**src/rtl/wb_pkg.sv**
```systemverilog
// Shared writeback-stage constants: result-source select codes, RISC-V load funct3
// encodings and the default datapath width.
package wb_pkg;

    localparam int XLEN_DEF = 32;

    typedef enum logic [1:0] {
        WB_ALU  = 2'b00,
        WB_MEM  = 2'b01,
        WB_PC4  = 2'b10,
        WB_ALU2 = 2'b11
    } wb_sel_e;

    localparam logic [2:0] F3_LB  = 3'b000;
    localparam logic [2:0] F3_LH  = 3'b001;
    localparam logic [2:0] F3_LW  = 3'b010;
    localparam logic [2:0] F3_LD  = 3'b011;
    localparam logic [2:0] F3_LBU = 3'b100;
    localparam logic [2:0] F3_LHU = 3'b101;
    localparam logic [2:0] F3_LWU = 3'b110;

endpackage

```
**src/rtl/wb_load_ext.sv**
```systemverilog
// Load-data lane extraction and sign/zero extension; purely combinational.
module wb_load_ext
    import wb_pkg::*;
#(
    parameter int XLEN = XLEN_DEF
) (
    input  logic [2:0]      f3,
    input  logic [2:0]      off,
    input  logic [XLEN-1:0] rdata,
    output logic [XLEN-1:0] ext
);

    // A 32-bit datapath only has four byte lanes, so the top offset bit is dropped.
    logic [2:0]  off_eff;
    logic [7:0]  b_lane;
    logic [15:0] h_lane;
    logic [31:0] w_lane;

    assign off_eff = off & ((XLEN == 64) ? 3'b111 : 3'b011);
    assign b_lane  = 8'(rdata >> {off_eff, 3'b000});
    assign h_lane  = 16'(rdata >> {off_eff[2:1], 4'b0000});
    assign w_lane  = 32'(rdata >> {off_eff[2], 5'b00000});

    always_comb begin
        ext = rdata;
        case (f3)
            F3_LB:   ext = XLEN'($signed(b_lane));
            F3_LBU:  ext = XLEN'(b_lane);
            F3_LH:   ext = XLEN'($signed(h_lane));
            F3_LHU:  ext = XLEN'(h_lane);
            F3_LW:   ext = XLEN'($signed(w_lane));
            F3_LWU:  ext = (XLEN == 64) ? XLEN'(w_lane) : rdata;
            default: ext = rdata;
        endcase
    end

endmodule

```
**src/rtl/writeback_unit.sv**
```systemverilog
// MEM/WB pipeline register, result select, register-file write port and last-write history.
// Optional retire counter enabled by defining WB_RETIRE_CNT_EN.
module writeback_unit
    import wb_pkg::*;
#(
    parameter int XLEN = XLEN_DEF,
    parameter int RA_W = 5
) (
    input  logic            clk,
    input  logic            reset,
    input  logic            valid_mem,
    input  logic [RA_W-1:0] rd_mem,
    input  logic            reg_write_mem,
    input  logic [1:0]      wb_sel_mem,
    input  logic [2:0]      load_f3_mem,
    input  logic [XLEN-1:0] alu_result_mem,
    input  logic [XLEN-1:0] read_data_mem,
    input  logic [XLEN-1:0] pc4_mem,
    input  logic            stall,
    input  logic            flush,
    output logic [XLEN-1:0] write_data_id,
    output logic            reg_write_id,
    output logic [RA_W-1:0] rd_wb_fwd,
    output logic            hist_valid,
    output logic [RA_W-1:0] hist_rd,
    output logic [XLEN-1:0] hist_data
`ifdef WB_RETIRE_CNT_EN
,   output logic [63:0]     retire_cnt
`endif
);

    typedef struct packed {
        logic            valid;
        logic [RA_W-1:0] rd;
        logic            reg_write;
        wb_sel_e         wb_sel;
        logic [2:0]      f3;
        logic [XLEN-1:0] alu;
        logic [XLEN-1:0] rdata;
        logic [XLEN-1:0] pc4;
    } mem_wb_t;

    mem_wb_t         d, q;
    logic [XLEN-1:0] load_ext;

    always_comb begin
        d           = '0;
        d.valid     = valid_mem;
        d.rd        = rd_mem;
        d.reg_write = reg_write_mem;
        d.wb_sel    = wb_sel_e'(wb_sel_mem);
        d.f3        = load_f3_mem;
        d.alu       = alu_result_mem;
        d.rdata     = read_data_mem;
        d.pc4       = pc4_mem;
    end

    // Flush is applied after the capture so it kills the slot even while stalled.
    always_ff @(posedge clk or posedge reset) begin
        if (reset) begin
            q <= '0;
        end else begin
            if (!stall) q <= d;
            if (flush)  q.valid <= 1'b0;
        end
    end

    wb_load_ext #(.XLEN(XLEN)) u_load_ext (
        .f3    (q.f3),
        .off   (q.alu[2:0]),
        .rdata (q.rdata),
        .ext   (load_ext)
    );

    always_comb begin
        write_data_id = q.alu;
        case (q.wb_sel)
            WB_MEM:  write_data_id = load_ext;
            WB_PC4:  write_data_id = q.pc4;
            default: write_data_id = q.alu;
        endcase
    end

    assign reg_write_id = q.valid & q.reg_write & (q.rd != '0);
    assign rd_wb_fwd    = q.valid ? q.rd : '0;

    always_ff @(posedge clk or posedge reset) begin
        if (reset) begin
            hist_valid <= 1'b0;
            hist_rd    <= '0;
            hist_data  <= '0;
        end else if (reg_write_id && !stall) begin
            hist_valid <= 1'b1;
            hist_rd    <= q.rd;
            hist_data  <= write_data_id;
        end
    end

`ifdef WB_RETIRE_CNT_EN
    always_ff @(posedge clk or posedge reset) begin
        if (reset)                retire_cnt <= '0;
        else if (q.valid && !stall) retire_cnt <= retire_cnt + 64'd1;
    end
`endif

endmodule

```
**config.mk**
```make
export PLATFORM = sky130hd
export DESIGN_NAME = writeback_unit
export DESIGN_NICKNAME = d
export VERILOG_FILES = /design/src/rtl/wb_pkg.sv /design/src/rtl/wb_load_ext.sv /design/src/rtl/writeback_unit.sv
export SDC_FILE = /design/constraint.sdc
export NUM_CORES = 1
export LEC_CHECK = 0
export CAP_MARGIN = 20
export CELL_PAD_IN_SITES_DETAIL_PLACEMENT = 1
export CELL_PAD_IN_SITES_GLOBAL_PLACEMENT = 1
export CORE_MARGIN = 3
export CORE_UTILIZATION = 35
export DETAILED_ROUTE_END_ITERATION = 10
export PLACE_DENSITY_LB_ADDON = 0.1
export SLEW_MARGIN = 15
export SYNTH_ARGS = -nofsm -noshare
export SYNTH_HDL_FRONTEND = slang
export SYNTH_HIERARCHICAL = 1
export SYNTH_SLANG_ARGS = --single-unit
```
**constraint.sdc**
```tcl
create_clock -name clk -period 5.85 [get_ports clk]
set_clock_uncertainty 0.05 [all_clocks]
set_input_delay 1.755 -clock clk [delete_from_list [all_inputs] [get_ports clk]]
set_output_delay 1.755 -clock clk [all_outputs]
set_load 0.01 [all_outputs]
```
# Word-level counts from Yosys, hierarchy flattened
# Cells that the tools add are included.
# Widths: inputs -> output; s select.
# word_totals
output_inout_bits,76
ff_bits,146
in_bits,112
word_cells,30
# classes
mux,5
eq_ne,6
reduce_logical,4
bitwise_logic,2
shifts,2
# op_table
cell,n
$pmux 32 s4,1
$mux 108,1
$pmux 32 s2,1
$shr 32x5->16,1
$shr 32x5->8,1
$eq 3x3->1 const B,2
$mux 5,1
$reduce_bool 5->1,1
$eq 3x1->1 const B,1
$logic_not 3->1,1
$and 1x1->1,2
$eq 2x1->1 const B,1
$eq 2x2->1 const B,1
$ne 2x1->1 const B,1
$logic_and 1x1->1,1
$logic_not 1->1,1
$mux 1,1

# Logic depth before layout (Yosys ltp)
# Gate-level depths: netlist of run 1.
# depth
depth_word,3
mapped_depth,8

# Cells and area by module
# Netlist of run 1, hierarchy kept.
# by_module_without_submodules
mod,seq_area_each_um2,cells_per_inst,instances,area_each_um2
writeback_unit,3653.5,432,1,6123.4
wb_load_ext,0.0,127,1,850.8

# Worst setup path after synthesis of run 1
# OpenSTA, ideal clock, no wires.
# synth_timing
kind,register to output
from,reg q[96] in the netlist's numbering
to,out write_data_id[14]
n_path_buf,3
setup_slack_ns,2.333
required_ns,4.045
arrival_ns,1.712
path_stages_with_launch,8
path_cell_list,dfrtp_1 > buf_4 > or2_2 > clkbuf_1 > buf_2 > o221ai_1 > a22oi_1 > o21ai_0
# synth_between
elab_chain_cells,3
# synth_rtl
item,line,text
start: declaration,writeback_unit.sv:43,"mem_wb_t d, q;"
"$eq 3x3->1, or another cell as far along",wb_load_ext.sv:26,case (f3)
$pmux 32 s4 *,wb_load_ext.sv:26,
via load_ext[14],writeback_unit.sv:44,logic [XLEN-1:0] load_ext;
$pmux 32 s2 *,writeback_unit.sv:77,case (q.wb_sel)
end: declaration,writeback_unit.sv:21,"output logic [XLEN-1:0] write_data_id,"
# Mark *: on every way through the listed nets, which the timed path passes. The rest lies on a longest branch.

# Worst setup path after layout of run 1
# layout_timing
from,reg q[97] in the netlist's numbering
to,out write_data_id[28]
# The elaborated chain is that of the path after synthesis.

==> impl_metrics.py, run 1 <==
metrics = {
    "synth": {
        "syn_avg_cell_area_um2": 12.5,
        "synth_mux_area_frac": 0.264,
        "synth_compound_area_frac": 0.116,
        "synth_fa_ha_area_frac": 0.00359,
        "yosys_warnings": 6,
        "synth_xor_area_frac": 0,
        "synth_top_family_by_area": "multiplexers",
        "yosysSeqAreaShare": 0.524,
        "synth_cells": 559,
        "synth.distinct_cells": 37,
        "synth-simple-area-share": 0.0599,
        "synth_fp_nets": 673,
        "ys_ff_latch": 146,
        "netlist_area_um2": 6970,
    },
    "place": {
        "gp_congestion": 0.835,
        "portBuffers": 187,
        "dp_slack_ns": 1.28,
        "hpwl_um": 14800,
        "dpl.cell_count": 976,
    },
    "setup_path": {
        "arrival_ns": 3.17,
        "criticalPathCategory": "reg2out",
        "crit_fanout": 29,
        "start_kind": "flop",
        "endpoint_kind": "output pin",
        "required_ns": 4.05,
    },
    "clock_network": {
        "insertion_delay_ns": 0.42,
        "cts_tree": "done",
        "path_clk_slew_ns": 0.06,
        "cts_root_buf": "clkbuf_16",
        "cts_inserted_buffers": 17,
        "holdBufCountCts": 0,
        "cts_sinks": 146,
        "ctsResizeCount": 0,
        "post-cts-setup-buffer-count": 0,
        "clockBufferDepth": 2,
        "cts_max_level": 4,
    },
    "route": {
        "first_pass_iters": 6,
        "wl_met2_um": 9930,
        "drc_errors": 0,
        "vias": 5066,
        "detail-route-antenna-nets": 0,
        "dr_wl_met3_um": 977,
        "finalWirelength_um": 20100,
        "drtIter0Drc": 182,
        "wl_per_cell_um": 20.0,
        "wl_met1_um": 9060,
        "vias_per_cell": 5.03,
        "routed.top_layer": "met4",
    },
    "layout": {
        "areaGrowthSynthToFinish_pct": 38.1,
        "stdcell_count": 1008,
        "drive_above_1_share": 0.261,
        "nNetsFinal": 844,
        "n_antenna_cell": 0,
    },
    "timing": {
        "slew-limit-headroom": 0.352,
        "fin_tns_setup_ns": 0,
        "setup_viol_count_final": 0,
        "rsz0062_at_grt": "no",
        "worst_slack_ns": 0.870,
        "drv_slew": 0,
        "worstMarginPinSlew_ns": 0.973,
        "hold_viol_final": 0,
        "fin_crit_ns": 4.98,
        "fin_hold_ws_ns": 0.419,
        "fin_crit_sh": 0.851,
        "clock.fmax_mhz": 201,
    },
    "pwr": {
        "peakVddDrop_v": 0.000205,
        "p_leak_nw": 3.95,
        "pwr_density_cell_nw_per_um2": 350,
        "power.total_mw": 3.37,
    },
    "floorplan": {
        "coreArea_um2": 19500,
        "die_y_um": 147,
        "dieArea_um2": 21700,
        "std_cell_rows": 51,
        "start_util": 0.357,
        "dieWidth_um": 147,
        "ios": 188,
    },
    "grt": {
        "track_usage": 0.189,
        "grt_max_degree": 92,
        "grt_pass1_vias": 5519,
        "antenna_found_initial": 0,
        "grt_remaining_overflow": 0,
        "grt_pass1_wl_um": 32000,
    },
    "hold_path": {
        "hold_path_class": "reg2reg",
    },
    "status": {
        "status": "completed",
    },
    "run": {
        "maxCapViolations": 0,
    },
}
## Yosys cell counts (all sizes together)
library cell / number / area, um^2
a21o: 5 / 37.5
a21oi: 6 / 30.0
a221o: 2 / 20.0
a221oi: 1 / 26.3
a22oi: 35 / 277
and2: 5 / 31.3
and2b: 1 / 7.51
and3b: 2 / 17.5
buf: 13 / 105
clkbuf: 29 / 109
dfrtp: 146 / 3650
ha: 2 / 25.0
inv: 4 / 15.0
mux2: 150 / 1770
mux2i: 7 / 70.1
nand2: 62 / 233
nand2b: 1 / 6.26
nand3: 1 / 5.00
nor2: 4 / 15.0
nor2b: 11 / 68.8
nor3b: 2 / 15.0
o211ai: 17 / 128
o21ai: 38 / 190
o21bai: 2 / 15.0
o221ai: 6 / 52.6
o2bb2ai: 1 / 8.76
o311a: 1 / 10.0
o31a: 1 / 8.76
o31ai: 1 / 7.51
or2: 2 / 12.5
or3: 1 / 6.26
## kinds of logic after synthesis
| kind of cell | Yosys count |
|---|---|
| buffers and inverters | 46 |
| AO/OA/AOI/OAI | 116 |
| flip-flops | 146 |
| AND/OR/NAND/NOR | 92 |
| multiplexers | 157 |
| adder cells (fa/ha/maj) | 2 |
## cells in the final DEF (no fill, tap or decap), types with 2 or more instances in the layout
cell / Yosys / routed
clkdlybuf4s50_1: 0 / 186
clkbuf_1: 29 / 2
o21ai_0: 38 / 38
o211ai_1: 17 / 17
clkinv_2: 0 / 2
o221ai_1: 6 / 6
dfrtp_1: 146 / 146
clkinvlp_4: 0 / 2
inv_6: 0 / 2
nor3b_1: 2 / 2
mux2_4: 21 / 21
nor2b_1: 11 / 11
o21bai_1: 2 / 2
nor2_1: 4 / 4
a21o_1: 5 / 5
nand2_1: 62 / 62
and3b_1: 2 / 2
mux2_2: 129 / 129
buf_4: 2 / 7
bufinv_16: 0 / 2
clkbuf_8: 0 / 2
a221o_1: 2 / 2
clkbuf_16: 0 / 17
inv_1: 4 / 3
a21oi_1: 6 / 6
mux2i_1: 7 / 7
clkinv_4: 0 / 4
a22oi_1: 34 / 34
and2_1: 5 / 5
## report_power, final
group          switching [mW]  total (mW)  internal [mW]
combinational           0.396       0.970          0.574
sequential              0.125        1.31           1.19
clock                   0.433        1.09          0.653
total                   0.954        3.37           2.41
## layer usage
metal  vias to the layer above  track usage
met2                       133        0.317
met3                        10       0.0481
met4                         0       0.0396
met1                      2558        0.250
met5                         -            0
li1                       2365            -
## registers in the layout (all words and copies together) (netlist names)
signal and flops:
q 108, hist_valid 1, hist_data 32, hist_rd 5
## path summary, 6_finish.rpt
| check | from | end | slack [ns] | depth (start not counted) |
|---|---|---|---|---|
| worst min-delay path | hist_valid | hist_valid | 0.42 | 1 |
| min in group asynchronous | reset | hist_data[6] | 1.82 | 2 |
| max in group asynchronous | reset | hist_data[31] | 2.96 | 3 |
| worst max register to register | q[65] | hist_data[27] | 3.19 | 6 |
| worst max-delay path | q[97] | write_data_id[28] | 0.87 | 6 |
| worst min register to register | hist_valid | hist_valid | 0.42 | 1 |
## cell type report
type | instances | area, um^2
flip-flops and latches | 146 | 3650
fillers | 2062 | 9890
clock buffers | 21 | 460
repair buffers | 194 | 1940
clock inverters | 11 | 129
well taps | 265 | 332
multi-input cells | 367 | 3100
inverters | 4 | 20.0
## through the flow
stage / util / area, um^2
2_1_floorplan: - / 6970
3_3_place_gp: 0.462 / 9010
3_5_place_dp: 0.463 / 9040
4_1_cts: 0.493 / 9630
5_1_grt: 0.493 / 9630
6_report: 0.493 / 9630
## critical path, stage by stage (launching register included)
cell and delay [ns]:
dfrtp_1 0.68, nor2_1 0.20, nand3_1 0.45, o211ai_1 0.28
a22oi_1 0.10, o21ai_0 0.41, clkdlybuf4s50_1 0.63
Note: power is estimated with default switching activity, not from simulation.
==> run 2, diff against run 1 <==
--- a/config.mk
+++ b/config.mk
@@ -5,11 +5,11 @@
 export SDC_FILE = /design/constraint.sdc
 export NUM_CORES = 1
 export LEC_CHECK = 0
-export CAP_MARGIN = 20
 export CELL_PAD_IN_SITES_DETAIL_PLACEMENT = 1
 export CELL_PAD_IN_SITES_GLOBAL_PLACEMENT = 1
 export CORE_MARGIN = 3
 export CORE_UTILIZATION = 35
+export CTS_CLUSTER_SIZE = 24
 export DETAILED_ROUTE_END_ITERATION = 10
 export PLACE_DENSITY_LB_ADDON = 0.1
 export SLEW_MARGIN = 15
==> run 2 against run 1 <==
Against the previous run: clock power up 6%; hold slack got worse by 0.00063 ns; fmax decreased by 1.3%; utilization is 0.083 points higher; flip-flop and latch count did not move; sequential share of layout area is 0.064 points lower; via count is 0.69% higher; final cell count is essentially flat; final area increased by 0.17%; critical endpoint unchanged.
==> impl_metrics.py, run 2 (synthesis gave the netlist of run 1 again) <==
metrics = {
    "grt": {
        "grt_remaining_overflow": 0,
        "track_usage": 0.189,
        "antenna_found_initial": 0,
        "grt_max_degree": 92,
        "grt_pass1_vias": 5555,
        "grt_pass1_wl_um": 32100,
    },
    "place": {
        "dpl.cell_count": 975,
        "portBuffers": 187,
        "hpwl_um": 14700,
        "dp_slack_ns": 1.30,
        "gp_congestion": 0.835,
    },
    "timing": {
        "fin_crit_sh": 0.862,
        "hold_viol_final": 0,
        "slew-limit-headroom": 0.353,
        "setup_viol_count_final": 0,
        "drv_slew": 0,
        "fin_crit_ns": 5.05,
        "rsz0062_at_grt": "no",
        "clock.fmax_mhz": 198,
        "worstMarginPinSlew_ns": 0.971,
        "fin_tns_setup_ns": 0,
        "worst_slack_ns": 0.805,
    },
    "clock_network": {
        "cts_sinks": 146,
        "insertion_delay_ns": 0.42,
        "clockBufferDepth": 2,
        "holdBufCountCts": 0,
        "path_clk_slew_ns": 0.06,
        "cts_tree": "done",
        "cts_inserted_buffers": 17,
        "cts_max_level": 4,
        "cts_root_buf": "clkbuf_16",
        "ctsResizeCount": 0,
        "post-cts-setup-buffer-count": 0,
    },
    "setup_path": {
        "reg2reg_depth": 6,
        "start_kind": "flop",
        "required_ns": 4.05,
        "cp_top_family": "compound AO/OA/AOI/OAI gates",
        "criticalPathCategory": "reg2out",
        "crit_chain": "nor2_1 > nand3_1 > o211ai_1 > a22oi_1 > o21ai_0 > clkdlybuf4s50_1",
        "crit_fanout": 29,
        "crit_cells": 6,
        "arrival_ns": 3.24,
        "crit_path_max_incr_delay_ns": 0.69,
        "endpoint_kind": "output pin",
        "critPathBufInv": 1,
        "cp_slowest_cell": "dfrtp_1",
    },
    "layout": {
        "n_antenna_cell": 0,
        "final_cell_mix": "186 x clkdlybuf4s50_1, 146 x dfrtp_1, 129 x mux2_2",
        "drive_above_1_share": 0.261,
        "regMostFlops": "q",
        "layout_commonest_cell": "clkdlybuf4s50_1",
        "regArea_um2": 3650,
        "stdcell_count": 1007,
        "multiInputGateArea_um2": 3100,
        "largest_reg_flops": 108,
        "nNetsFinal": 843,
        "reg.largest.list": "q: 108 flops, hist_data: 32 flops, hist_rd: 5 flops",
        "areaGrowthSynthToFinish_pct": 38.3,
        "fillers": 2022,
    },
    "floorplan": {
        "coreArea_um2": 19500,
        "dieArea_um2": 21700,
        "die_y_um": 147,
        "dieWidth_um": 147,
        "ios": 188,
        "std_cell_rows": 51,
        "start_util": 0.357,
    },
    "route": {
        "drc_errors": 0,
        "first_pass_iters": 4,
        "wl_per_cell_um": 20.0,
        "drtIter0Drc": 212,
        "vias": 5101,
        "detail-route-antenna-nets": 0,
        "finalWirelength_um": 20100,
        "vias_per_cell": 5.07,
    },
    "hold_path": {
        "whs_path_depth": 1,
        "hold_path_class": "reg2reg",
    },
    "pwr": {
        "peakVddDrop_v": 0.000253,
        "p_leak_nw": 3.97,
        "pwr_density_cell_nw_per_um2": 357,
    },
    "status": {
        "status": "completed",
    },
    "run": {
        "maxCapViolations": 0,
    },
}
## run 2: cell types whose count changed in the layout (fill, tap and decap cells not counted), sizes merged
cell,delta
bufinv,+2
clkinvlp,-1
clkbuf,-2
buf,-1
inv,+1
## run 2: where the power goes
part / switching (mW) / internal, mW / leakage, nW
Clock: 0.438 / 0.726 / 0.307
Combinational: 0.395 / 0.573 / 1.91
Sequential: 0.124 / 1.19 / 1.74
Total: 0.958 / 2.49 / 3.97
## run 2: worst paths after layout
path,from,end,slack (ns)
hold reg to reg,hist_valid,hist_valid,0.42
hold / removal,hist_valid,hist_valid,0.42
setup reg to reg,q[65],hist_data[30],3.18
max in group asynchronous,reset,hist_data[31],2.97
min in group asynchronous,reset,hist_data[6],1.82
setup / recovery,q[97],write_data_id[28],0.80
## run 2: routing by layer
metal	track usage	up-vias	routed length [um]
met3	0.0453	11	858
met1	0.249	2601	9080
met2	0.316	129	10000
met5	0	-	0
li1	-	2360	-
met4	0.0443	0	169
## run 2: final cells by class
class	instances	share of cell area
multi-input cells	367	0.322
flip-flops and latches	146	0.379
clock inverters	13	0.0189
inverters	4	0.00207
clock buffers	19	0.0459
well taps	265	0.0344
repair buffers	193	0.198
## run 2: per-stage QoR
stage | instance area, um^2 | total power, mW | util | hold slack (ns)
2_1_floorplan | 6970 | 1.79 | - | 0.429
3_3_place_gp | 9010 | 2.28 | 0.462 | 0.399
3_5_place_dp | 9010 | 2.31 | 0.462 | 0.403
4_1_cts | 9640 | 3.49 | 0.494 | 0.419
5_1_grt | 9650 | 3.63 | 0.494 | 0.451
6_report | 9650 | 3.44 | 0.494 | 0.418
## run 2: worst register-to-register path: stages, from the launching register on
cell and delay (ns):
dfrtp_1 0.65, mux2_2 0.41, nand3_1 0.48, o211ai_1 0.18, a22oi_1 0.31, o21ai_0 0.15
mux2_2 0.32
